$ cat src/rtl/ctrl_fsm_if.sv
// ctrl_fsm_if: fetch/datapath signal bundle driven and consumed by ctrl_fsm
// master = control unit side, slave = fetch stage / datapath side
interface ctrl_fsm_if;
    logic [5:0]  irOutOpe;
    logic [5:0]  funct;
    logic        aluZero;
    logic        memRdy;
    logic        fecAbl;
    logic [1:0]  pcSrc;
    logic [2:0]  aluCtl;
    logic        aluSrc;
    logic        extOp;
    logic        regDst;
    logic        regWr;
    logic        memRd;
    logic        memWr;
    logic        memToReg;
    logic        illOp;
    logic        halted;
    logic [2:0]  stateOut;
    logic [31:0] insCnt;
    modport master (
        input  irOutOpe, funct, aluZero, memRdy,
        output fecAbl, pcSrc, aluCtl, aluSrc, extOp, regDst, regWr,
               memRd, memWr, memToReg, illOp, halted, stateOut, insCnt
    );
    modport slave (
        output irOutOpe, funct, aluZero, memRdy,
        input  fecAbl, pcSrc, aluCtl, aluSrc, extOp, regDst, regWr,
               memRd, memWr, memToReg, illOp, halted, stateOut, insCnt
    );
endinterface

$ cat src/rtl/ctrl_fsm.sv
// ctrl_fsm: multi-cycle IF/ID/EXE/MEM/WB control unit that also sequences instruction fetch
// CTRL_HALT_EN: when defined, opcode 111111 parks the FSM in HALT until reset
module ctrl_fsm (
    input  logic       clk,
    input  logic       rst,
    ctrl_fsm_if.master bus
);
    typedef enum logic [2:0] {
        S_IF   = 3'd0,
        S_ID   = 3'd1,
        S_EXE  = 3'd2,
        S_MEM  = 3'd3,
        S_WB   = 3'd4,
        S_HALT = 3'd5
    } state_t;
    state_t      r_state, w_nxt;
    logic [5:0]  r_op, r_fn;
    logic [31:0] r_cnt;
    logic        w_rt, w_rok, w_lw, w_sw, w_beq, w_j, w_addi, w_ori, w_hlt, w_ill;
    logic        w_act, w_fec;
    logic [2:0]  w_ralu;

    // all decode works from the copies latched on the IF->ID edge
    assign w_rt   = r_op == 6'b000000;
    assign w_lw   = r_op == 6'b100011;
    assign w_sw   = r_op == 6'b101011;
    assign w_beq  = r_op == 6'b000100;
    assign w_j    = r_op == 6'b000010;
    assign w_addi = r_op == 6'b001000;
    assign w_ori  = r_op == 6'b001101;
    assign w_rok  = r_fn inside {6'b100000, 6'b100010, 6'b100100, 6'b100101, 6'b101010};
    assign w_ralu = r_fn == 6'b100010 ? 3'b001 :
                    r_fn == 6'b100100 ? 3'b010 :
                    r_fn == 6'b100101 ? 3'b011 :
                    r_fn == 6'b101010 ? 3'b100 : 3'b000;
`ifdef CTRL_HALT_EN
    assign w_hlt       = r_op == 6'b111111;
    assign bus.halted  = r_state == S_HALT;
`else
    assign w_hlt       = 1'b0;
    assign bus.halted  = 1'b0;
`endif
    assign w_ill = !((w_rt & w_rok) | w_lw | w_sw | w_beq | w_j | w_addi | w_ori | w_hlt);

    always_ff @(posedge clk) begin
        if (rst) begin
            r_state <= S_IF;
            r_op    <= '0;
            r_fn    <= '0;
            r_cnt   <= '0;
        end else begin
            r_state <= w_nxt;
            if (r_state == S_IF) begin
                r_op <= bus.irOutOpe;
                r_fn <= bus.funct;
            end
            if (w_fec)
                r_cnt <= r_cnt + 32'd1;
        end
    end

    always_comb begin
        w_nxt = S_IF;
        case (r_state)
            S_IF:    w_nxt = S_ID;
            S_ID:    w_nxt = w_ill ? S_IF : w_hlt ? S_HALT : S_EXE;
            S_EXE:   w_nxt = (w_beq | w_j) ? S_IF : (w_lw | w_sw) ? S_MEM : S_WB;
            S_MEM:   w_nxt = !bus.memRdy ? S_MEM : w_lw ? S_WB : S_IF;
            S_WB:    w_nxt = S_IF;
            S_HALT:  w_nxt = S_HALT;
            default: w_nxt = S_IF;
        endcase
    end

    always_comb begin
        w_act = r_state inside {S_ID, S_EXE, S_MEM, S_WB};
        w_fec = ((r_state == S_ID) & w_ill) |
                ((r_state == S_EXE) & (w_beq | w_j)) |
                ((r_state == S_MEM) & w_sw & bus.memRdy) |
                (r_state == S_WB);
        bus.fecAbl   = w_fec;
        bus.pcSrc    = r_state != S_EXE ? 2'b00 :
                       w_j              ? 2'b10 :
                       w_beq            ? {1'b0, bus.aluZero} : 2'b00;
        bus.aluCtl   = !w_act ? 3'b000 :
                       w_rt   ? w_ralu :
                       w_ori  ? 3'b011 :
                       w_beq  ? 3'b001 : 3'b000;
        bus.aluSrc   = w_act & (w_lw | w_sw | w_addi | w_ori);
        bus.extOp    = w_act & (w_lw | w_sw | w_addi | w_beq);
        bus.regDst   = w_act & w_rt;
        bus.regWr    = r_state == S_WB;
        bus.memRd    = (r_state == S_MEM) & w_lw;
        bus.memWr    = (r_state == S_MEM) & w_sw;
        bus.memToReg = (r_state == S_WB) & w_lw;
        bus.illOp    = (r_state == S_ID) & w_ill;
        bus.stateOut = r_state;
        bus.insCnt   = r_cnt;
    end
endmodule

$ cat src/flat_wrapper.sv
// flat-port wrapper written by rule: the top's interface ports become plain ports
module ctrl_fsm_flat 
  (clk, rst, bus_irOutOpe, bus_funct, bus_aluZero, bus_memRdy, bus_fecAbl, bus_pcSrc, bus_aluCtl, bus_aluSrc, bus_extOp, bus_regDst, bus_regWr, bus_memRd, bus_memWr, bus_memToReg, bus_illOp, bus_halted, bus_stateOut, bus_insCnt);
  ctrl_fsm_if bus_i ();
  input  logic clk;
  input  logic rst;
  input wire logic [$bits(bus_i.irOutOpe)-1:0] bus_irOutOpe;
  input wire logic [$bits(bus_i.funct)-1:0] bus_funct;
  input wire logic [$bits(bus_i.aluZero)-1:0] bus_aluZero;
  input wire logic [$bits(bus_i.memRdy)-1:0] bus_memRdy;
  output wire logic [$bits(bus_i.fecAbl)-1:0] bus_fecAbl;
  output wire logic [$bits(bus_i.pcSrc)-1:0] bus_pcSrc;
  output wire logic [$bits(bus_i.aluCtl)-1:0] bus_aluCtl;
  output wire logic [$bits(bus_i.aluSrc)-1:0] bus_aluSrc;
  output wire logic [$bits(bus_i.extOp)-1:0] bus_extOp;
  output wire logic [$bits(bus_i.regDst)-1:0] bus_regDst;
  output wire logic [$bits(bus_i.regWr)-1:0] bus_regWr;
  output wire logic [$bits(bus_i.memRd)-1:0] bus_memRd;
  output wire logic [$bits(bus_i.memWr)-1:0] bus_memWr;
  output wire logic [$bits(bus_i.memToReg)-1:0] bus_memToReg;
  output wire logic [$bits(bus_i.illOp)-1:0] bus_illOp;
  output wire logic [$bits(bus_i.halted)-1:0] bus_halted;
  output wire logic [$bits(bus_i.stateOut)-1:0] bus_stateOut;
  output wire logic [$bits(bus_i.insCnt)-1:0] bus_insCnt;
  assign bus_i.irOutOpe = bus_irOutOpe;
  assign bus_i.funct = bus_funct;
  assign bus_i.aluZero = bus_aluZero;
  assign bus_i.memRdy = bus_memRdy;
  assign bus_fecAbl = bus_i.fecAbl;
  assign bus_pcSrc = bus_i.pcSrc;
  assign bus_aluCtl = bus_i.aluCtl;
  assign bus_aluSrc = bus_i.aluSrc;
  assign bus_extOp = bus_i.extOp;
  assign bus_regDst = bus_i.regDst;
  assign bus_regWr = bus_i.regWr;
  assign bus_memRd = bus_i.memRd;
  assign bus_memWr = bus_i.memWr;
  assign bus_memToReg = bus_i.memToReg;
  assign bus_illOp = bus_i.illOp;
  assign bus_halted = bus_i.halted;
  assign bus_stateOut = bus_i.stateOut;
  assign bus_insCnt = bus_i.insCnt;
  ctrl_fsm u_core (.clk(clk), .rst(rst), .bus(bus_i));
endmodule
$ cat config.mk
export PLATFORM = sky130hd
export DESIGN_NAME = ctrl_fsm_flat
export DESIGN_NICKNAME = d
export VERILOG_FILES = /design/src/rtl/ctrl_fsm_if.sv /design/src/rtl/ctrl_fsm.sv /design/src/flat_wrapper.sv
export SDC_FILE = /design/constraint.sdc
export NUM_CORES = 1
export LEC_CHECK = 0
export ABC_CLOCK_PERIOD_IN_PS = 3020
export BUFFER_PORTS_ARGS = -buffer_cell sky130_fd_sc_hd__buf_4
export CAP_MARGIN = 20
export CORE_UTILIZATION = 53
export DETAILED_ROUTE_END_ITERATION = 10
export PLACE_DENSITY = 0.8
export RECOVER_POWER = 25
export SLEW_MARGIN = 10
export SYNTH_ARGS = -nofsm -noshare
export SYNTH_HDL_FRONTEND = slang
export SYNTH_SLANG_ARGS = --single-unit
$ cat constraint.sdc
create_clock -name clk -period 3.02 [get_ports clk]
set_clock_uncertainty 0.05 [all_clocks]
set_input_delay 0.604 -clock clk [delete_from_list [all_inputs] [get_ports clk]]
set_output_delay 0.604 -clock clk [all_outputs]
set_load 0.005 [all_outputs]
Word level (Yosys, flattened, before mapping)
Cells that the tools add are included.
- register bits after elaboration: 47
- bits in latches: 0
- RAM bits: 0
- bits in read-only memories: 0
- input bits: 16
- output and inout bits: 50
- word-level logic and storage cells: 68
- memories: 0
- add/sub/neg operators: 1
- multiply operators: 0
- divide/modulo/power cells: 0
- order comparisons: 0
- equal/unequal tests: 17
- shift operators: 0
- muxes and demuxes: 17
- bitwise gates (word level): 24
- reductions and logical operators: 5
- operator list (operator ; count):
    equality test 6 bit (second input constant) ; 7
    two-way mux 3 bit ; 11
    adder 32 x 1 -> 32 bit (second input constant) ; 1
    one-hot mux 3 bit (5 select lines) ; 1
    OR 1 bit ; 14
    equality test 6 x 4 -> 1 bit (second input constant) ; 2
    AND 1 bit ; 10
    equality test 3 x 2 -> 1 bit (second input constant) ; 2
    equality test 3 bit (second input constant) ; 2
    equality test 6 x 2 -> 1 bit (second input constant) ; 1
    equality test 6 x 3 -> 1 bit (second input constant) ; 1
    logical NOT 6 bit ; 1
    two-way mux 2 bit ; 3
    nonzero test 5 bit ; 1
    nonzero test 4 bit ; 1
    equality test 3 x 1 -> 1 bit (second input constant) ; 1
    logical NOT 3 bit ; 1
    != test 3 x 2 -> 1 bit (second input constant) ; 1
    two-way mux 1 bit ; 2
    logical NOT 1 bit ; 1

Depth between registers and ports, before layout
- depth after elaboration: 14
- mapped depth: 9
- gate-level depth less buffers: 6

Worst setup path after synthesis
OpenSTA, ideal clock, no wires.
- path type: register to output
- from: register u_core.r_op[0]
- to: output port bus_fecAbl
- arrival time: 1.766 ns
- required time: 2.366 ns
- setup slack: 0.600 ns
- stages on the path, launching flop included: 9
- buffers on the path: 3
- cell sequence: dfxtp_1 > buf_6 > nor4_2 > nand4_1 > o211ai_1 > o211a_2 > buf_2 > buf_4 > inv_1
- longest elaborated chain between the ends: 13
- elaborated cells between the ends (all ways): 23
- those cells by class: 6 x eq/ne; 15 x bitwise; 2 x reduce/logical
- ends and longest elaborated chain (what ; line ; text):
    from (decl) ; ctrl_fsm.sv:17 ; logic [5:0] r_op, r_fn;
    from (signal assigned) ; ctrl_fsm.sv:54 ; r_op <= bus.irOutOpe;
    logical NOT 6 bit ; ctrl_fsm.sv:24 ; assign w_rt = r_op == 6'b000000;
    AND 1 bit ; ctrl_fsm.sv:43 ; assign w_ill = !((w_rt & w_rok) | w_lw | w_sw | w_beq | w_j | w_addi | w_ori | w_hlt);
    OR 1 bit (6 in series) ; ctrl_fsm.sv:43 ;
    logical NOT 1 bit ; ctrl_fsm.sv:43 ;
    AND 1 bit ; ctrl_fsm.sv:77 ; w_fec = ((r_state == S_ID) & w_ill) |
    OR 1 bit ; ctrl_fsm.sv:77 ;
    OR 1 bit * ; ctrl_fsm.sv:78 ; ((r_state == S_EXE) & (w_beq | w_j)) |
    OR 1 bit * ; ctrl_fsm.sv:79 ; ((r_state == S_MEM) & w_sw & bus.memRdy) |
    to (decl) ; flat_wrapper.sv:11 ; output wire logic [$bits(bus_i.fecAbl)-1:0] bus_fecAbl;
Mark *: on every way between the ends. The rest lies on a longest branch, timed or not.

Final worst setup path
- from: register u_core.r_op[2]
- to: output port bus_fecAbl
Same word-level chain as after synthesis.

==> impl_metrics.py <==
metrics = {
    "finish": {
        "final_cell_area_um2": 3060,
        "final_layout_size_suffix_gt1_share_pct": 20.2,
        "nets": 404,
        "area_growth_pct": 21.5,
        "instances_no_fill": 439,
        "diodes": 0,
        "finish.utilization_pct": 68.5,
    },
    "timing": {
        "tns_ps": 0,
        "slew_viol_final": 0,
        "finalSetupViolCount": 0,
        "setup_slack_ps": 243,
        "finalHoldViolCount": 0,
        "fin_crit_sh_pct": 92.0,
        "tightest_slew_ps": 522,
        "timing.fmax_mhz": 360,
        "period_minus_slack_ps": 2780,
        "slew_headroom_pct": 65.2,
        "hold_ws_ps": 433,
        "rsz0062_at_grt": "no",
    },
    "synth": {
        "synth_compound_gate_area_share_pct": 19.7,
        "synth.largest_area_cell": "dfxtp_1",
        "synth-seq-area-share_pct": 37.3,
        "yosys-top-cells-count": "dfxtp_1, a21oi_1, nand2_1, o21ai_0, or3_1",
        "yosys_warnings": 0,
        "async_reset_ff_share_pct": 0,
        "synth-xor-area-share_pct": 1.74,
        "syn_avg_cell_area_um2": 7.51,
        "synth_top_area_share_pct": 37.3,
        "synthSimpleGateAreaFrac_pct": 34.1,
        "synth_most_common_cell": "dfxtp_1",
        "synth_top_family_by_area": "simple AND/OR/NAND/NOR gates",
        "synth.distinct_cells": 46,
        "ys_ff_latch": 47,
        "muxShareOfSynthArea_pct": 0.794,
        "syn_area_um2": 2520,
        "synth_cells": 336,
        "synth_nets": 353,
        "synth_edf_count": 0,
        "synth_flop_cell": "dfxtp_1",
        "synth_area_leaders": "dfxtp_1, a21oi_1, nand2_1, or3_1, o21ai_0",
        "synth_fa_ha_area_share_pct": 0.496,
    },
    "pwr": {
        "power-per-cell-area_nw_per_um2": 541,
        "finalPower_mw": 1.66,
        "power.leakage_nw": 1.15,
        "irDropWorstVdd_v": 0.000325,
    },
    "grt": {
        "grt_use_total_pct": 24.8,
        "overflow": 0,
        "grt_pass1_vias": 2290,
        "grt_antenna_before_repair": 0,
        "grt_max_degree": 63,
        "grt_pass1_wl_mm": 10.1,
    },
    "drt": {
        "viasPerCell": 6.04,
        "postRouteAntennaNets": 0,
        "drc": 7,
        "first_iter_violations": 184,
        "vias": 2651,
        "drt_wl_total_mm": 6.12,
        "dr.pass1.iters": 8,
        "wl_per_cell_um": 13.9,
    },
    "place": {
        "gp_congestion": 0.963,
        "place_hpwl_mm": 4.37,
        "placed_cell_area_um2": 2990,
        "post-place-ws_ps": 603,
        "place_inst": 432,
        "port_buffers": 64,
    },
    "outcome": {
        "status": "finished with violations",
        "violations": "DRC",
    },
    "job": {
        "cap_viol_max_count": 0,
    },
    "floorplan": {
        "fp-row-count": 24,
        "initial_core_util_pct": 56.4,
        "ioPinCount": 66,
        "dieArea_um2": 5040,
        "coreArea_um2": 4470,
        "die_h_um": 71.0,
        "die_x_um": 71.0,
    },
    "cts": {
        "cts.sinks": 47,
        "htreeDepth": 2,
        "clock_latency_ps": 300,
        "cts_resized": 0,
        "root_buffer": "clkbuf_8",
        "clk_pin_slew_worst_paths_ps": 80,
        "clk_path_buf_depth": 2,
        "cts_inserted_buffers": 5,
        "cts_hold_buf": 0,
        "cts_tree": "yes",
        "post_cts_buffers": 0,
    },
    "setup_path": {
        "critPathKind": "flop to output port",
        "end_kind": "output port",
        "worstPathBufferInverterCount": 2,
        "crit_arrival_ps": 2120,
        "worstPathMaxFanout": 12,
        "cp_cell_sequence": "nor4bb_1 > o21ai_0 > o211ai_1 > o211a_2 > inv_1 > buf_4",
        "crit_path_start_kind": "flop",
        "critPathTopFamily": "compound AO/OA/AOI/OAI gates",
        "crit_required_ps": 2370,
        "cpPeakStageDelay_ps": 560,
        "critPathSlowestCell": "dfxtp_1",
    },
    "min_path": {
        "hold_path_class": "flop to flop",
    },
}
state kept, by name, indices dropped and copies added (netlist names):
name and count:
u_core.r_op 6, u_core.bus.stateOut 3, u_core.bus.insCnt 32, u_core.r_fn 6
layout by cell type (no fill, tap or decap), types with 2 or more instances in the layout:
cell type / instances
buf_4: 53
dfxtp_1: 47
nand2_1: 46
a21oi_1: 46
o21ai_0: 26
or3_1: 22
nand3_1: 21
nand4_1: 13
nor2_1: 12
clkbuf_4: 10
nor3_1: 9
inv_1: 8
o31ai_1: 7
or4_1: 7
and3_1: 7
clkbuf_8: 6
xor2_1: 3
nand2b_1: 3
nor3b_1: 3
nor4_1: 3
clkbuf_1: 3
nor4b_1: 2
mux2i_1: 2
or3b_2: 2
xnor2_1: 2
and2_1: 2
a31oi_1: 2
final timing paths:
path              slack, ps                                 end                   startpoint  depth (start not counted)
hold / removal          430         u_core.r_fn[4]$_SDFFE_PP0P_  u_core.r_fn[4]$_SDFFE_PP0P_                          2
setup / recovery        240                          bus_fecAbl  u_core.r_op[2]$_SDFFE_PP0P_                          6
hold reg to reg         430         u_core.r_fn[4]$_SDFFE_PP0P_  u_core.r_fn[4]$_SDFFE_PP0P_                          2
setup reg to reg        570  u_core.bus.insCnt[25]$_SDFFE_PP0P_  u_core.r_op[2]$_SDFFE_PP0P_                          7
report_power, final:
| group | switching [mW] | total, mW | internal, mW | leakage, nW |
|---|---|---|---|---|
| combinational | 0.309 | 0.524 | 0.215 | 0.717 |
| clock | 0.197 | 0.377 | 0.180 | 0.0470 |
| sequential | 0.0871 | 0.756 | 0.669 | 0.382 |
| total | 0.593 | 1.66 | 1.06 | 1.15 |
layout make-up:
cell class / count / area [um2]
Clock inverter: 1 / 5.00
Tap cell: 52 / 65.1
Fill cell: 411 / 1410
Multi-Input combinational cell: 258 / 1440
Inverter: 8 / 30.0
Sequential cell: 47 / 941
Timing Repair Buffer: 67 / 504
Clock buffer: 6 / 82.6
layer usage:
metal	routed length (um)	track usage (%)	vias to the layer above	part of all wire, %
li1	-	-	1318	-
met1	2720	30.0	1237	44
met2	2930	43.7	90	48
met3	410	4.84	6	6.7
met4	67	8.89	0	1.1
met5	0	0	-	0
cells by family after synthesis:
group | count (synthesis)
mux | 2
other cells | 1
compound gates | 89
simple gates | 160
xor+xnor | 5
fa+ha+maj | 1
buf+inv | 31
flops | 47
tightest hold or removal path, stage by stage (launching register included):
cell	delay (ps)
dfxtp_1	330
nand2_1	60
a21oi_1	50
Power figures use the tool's default switching activity.
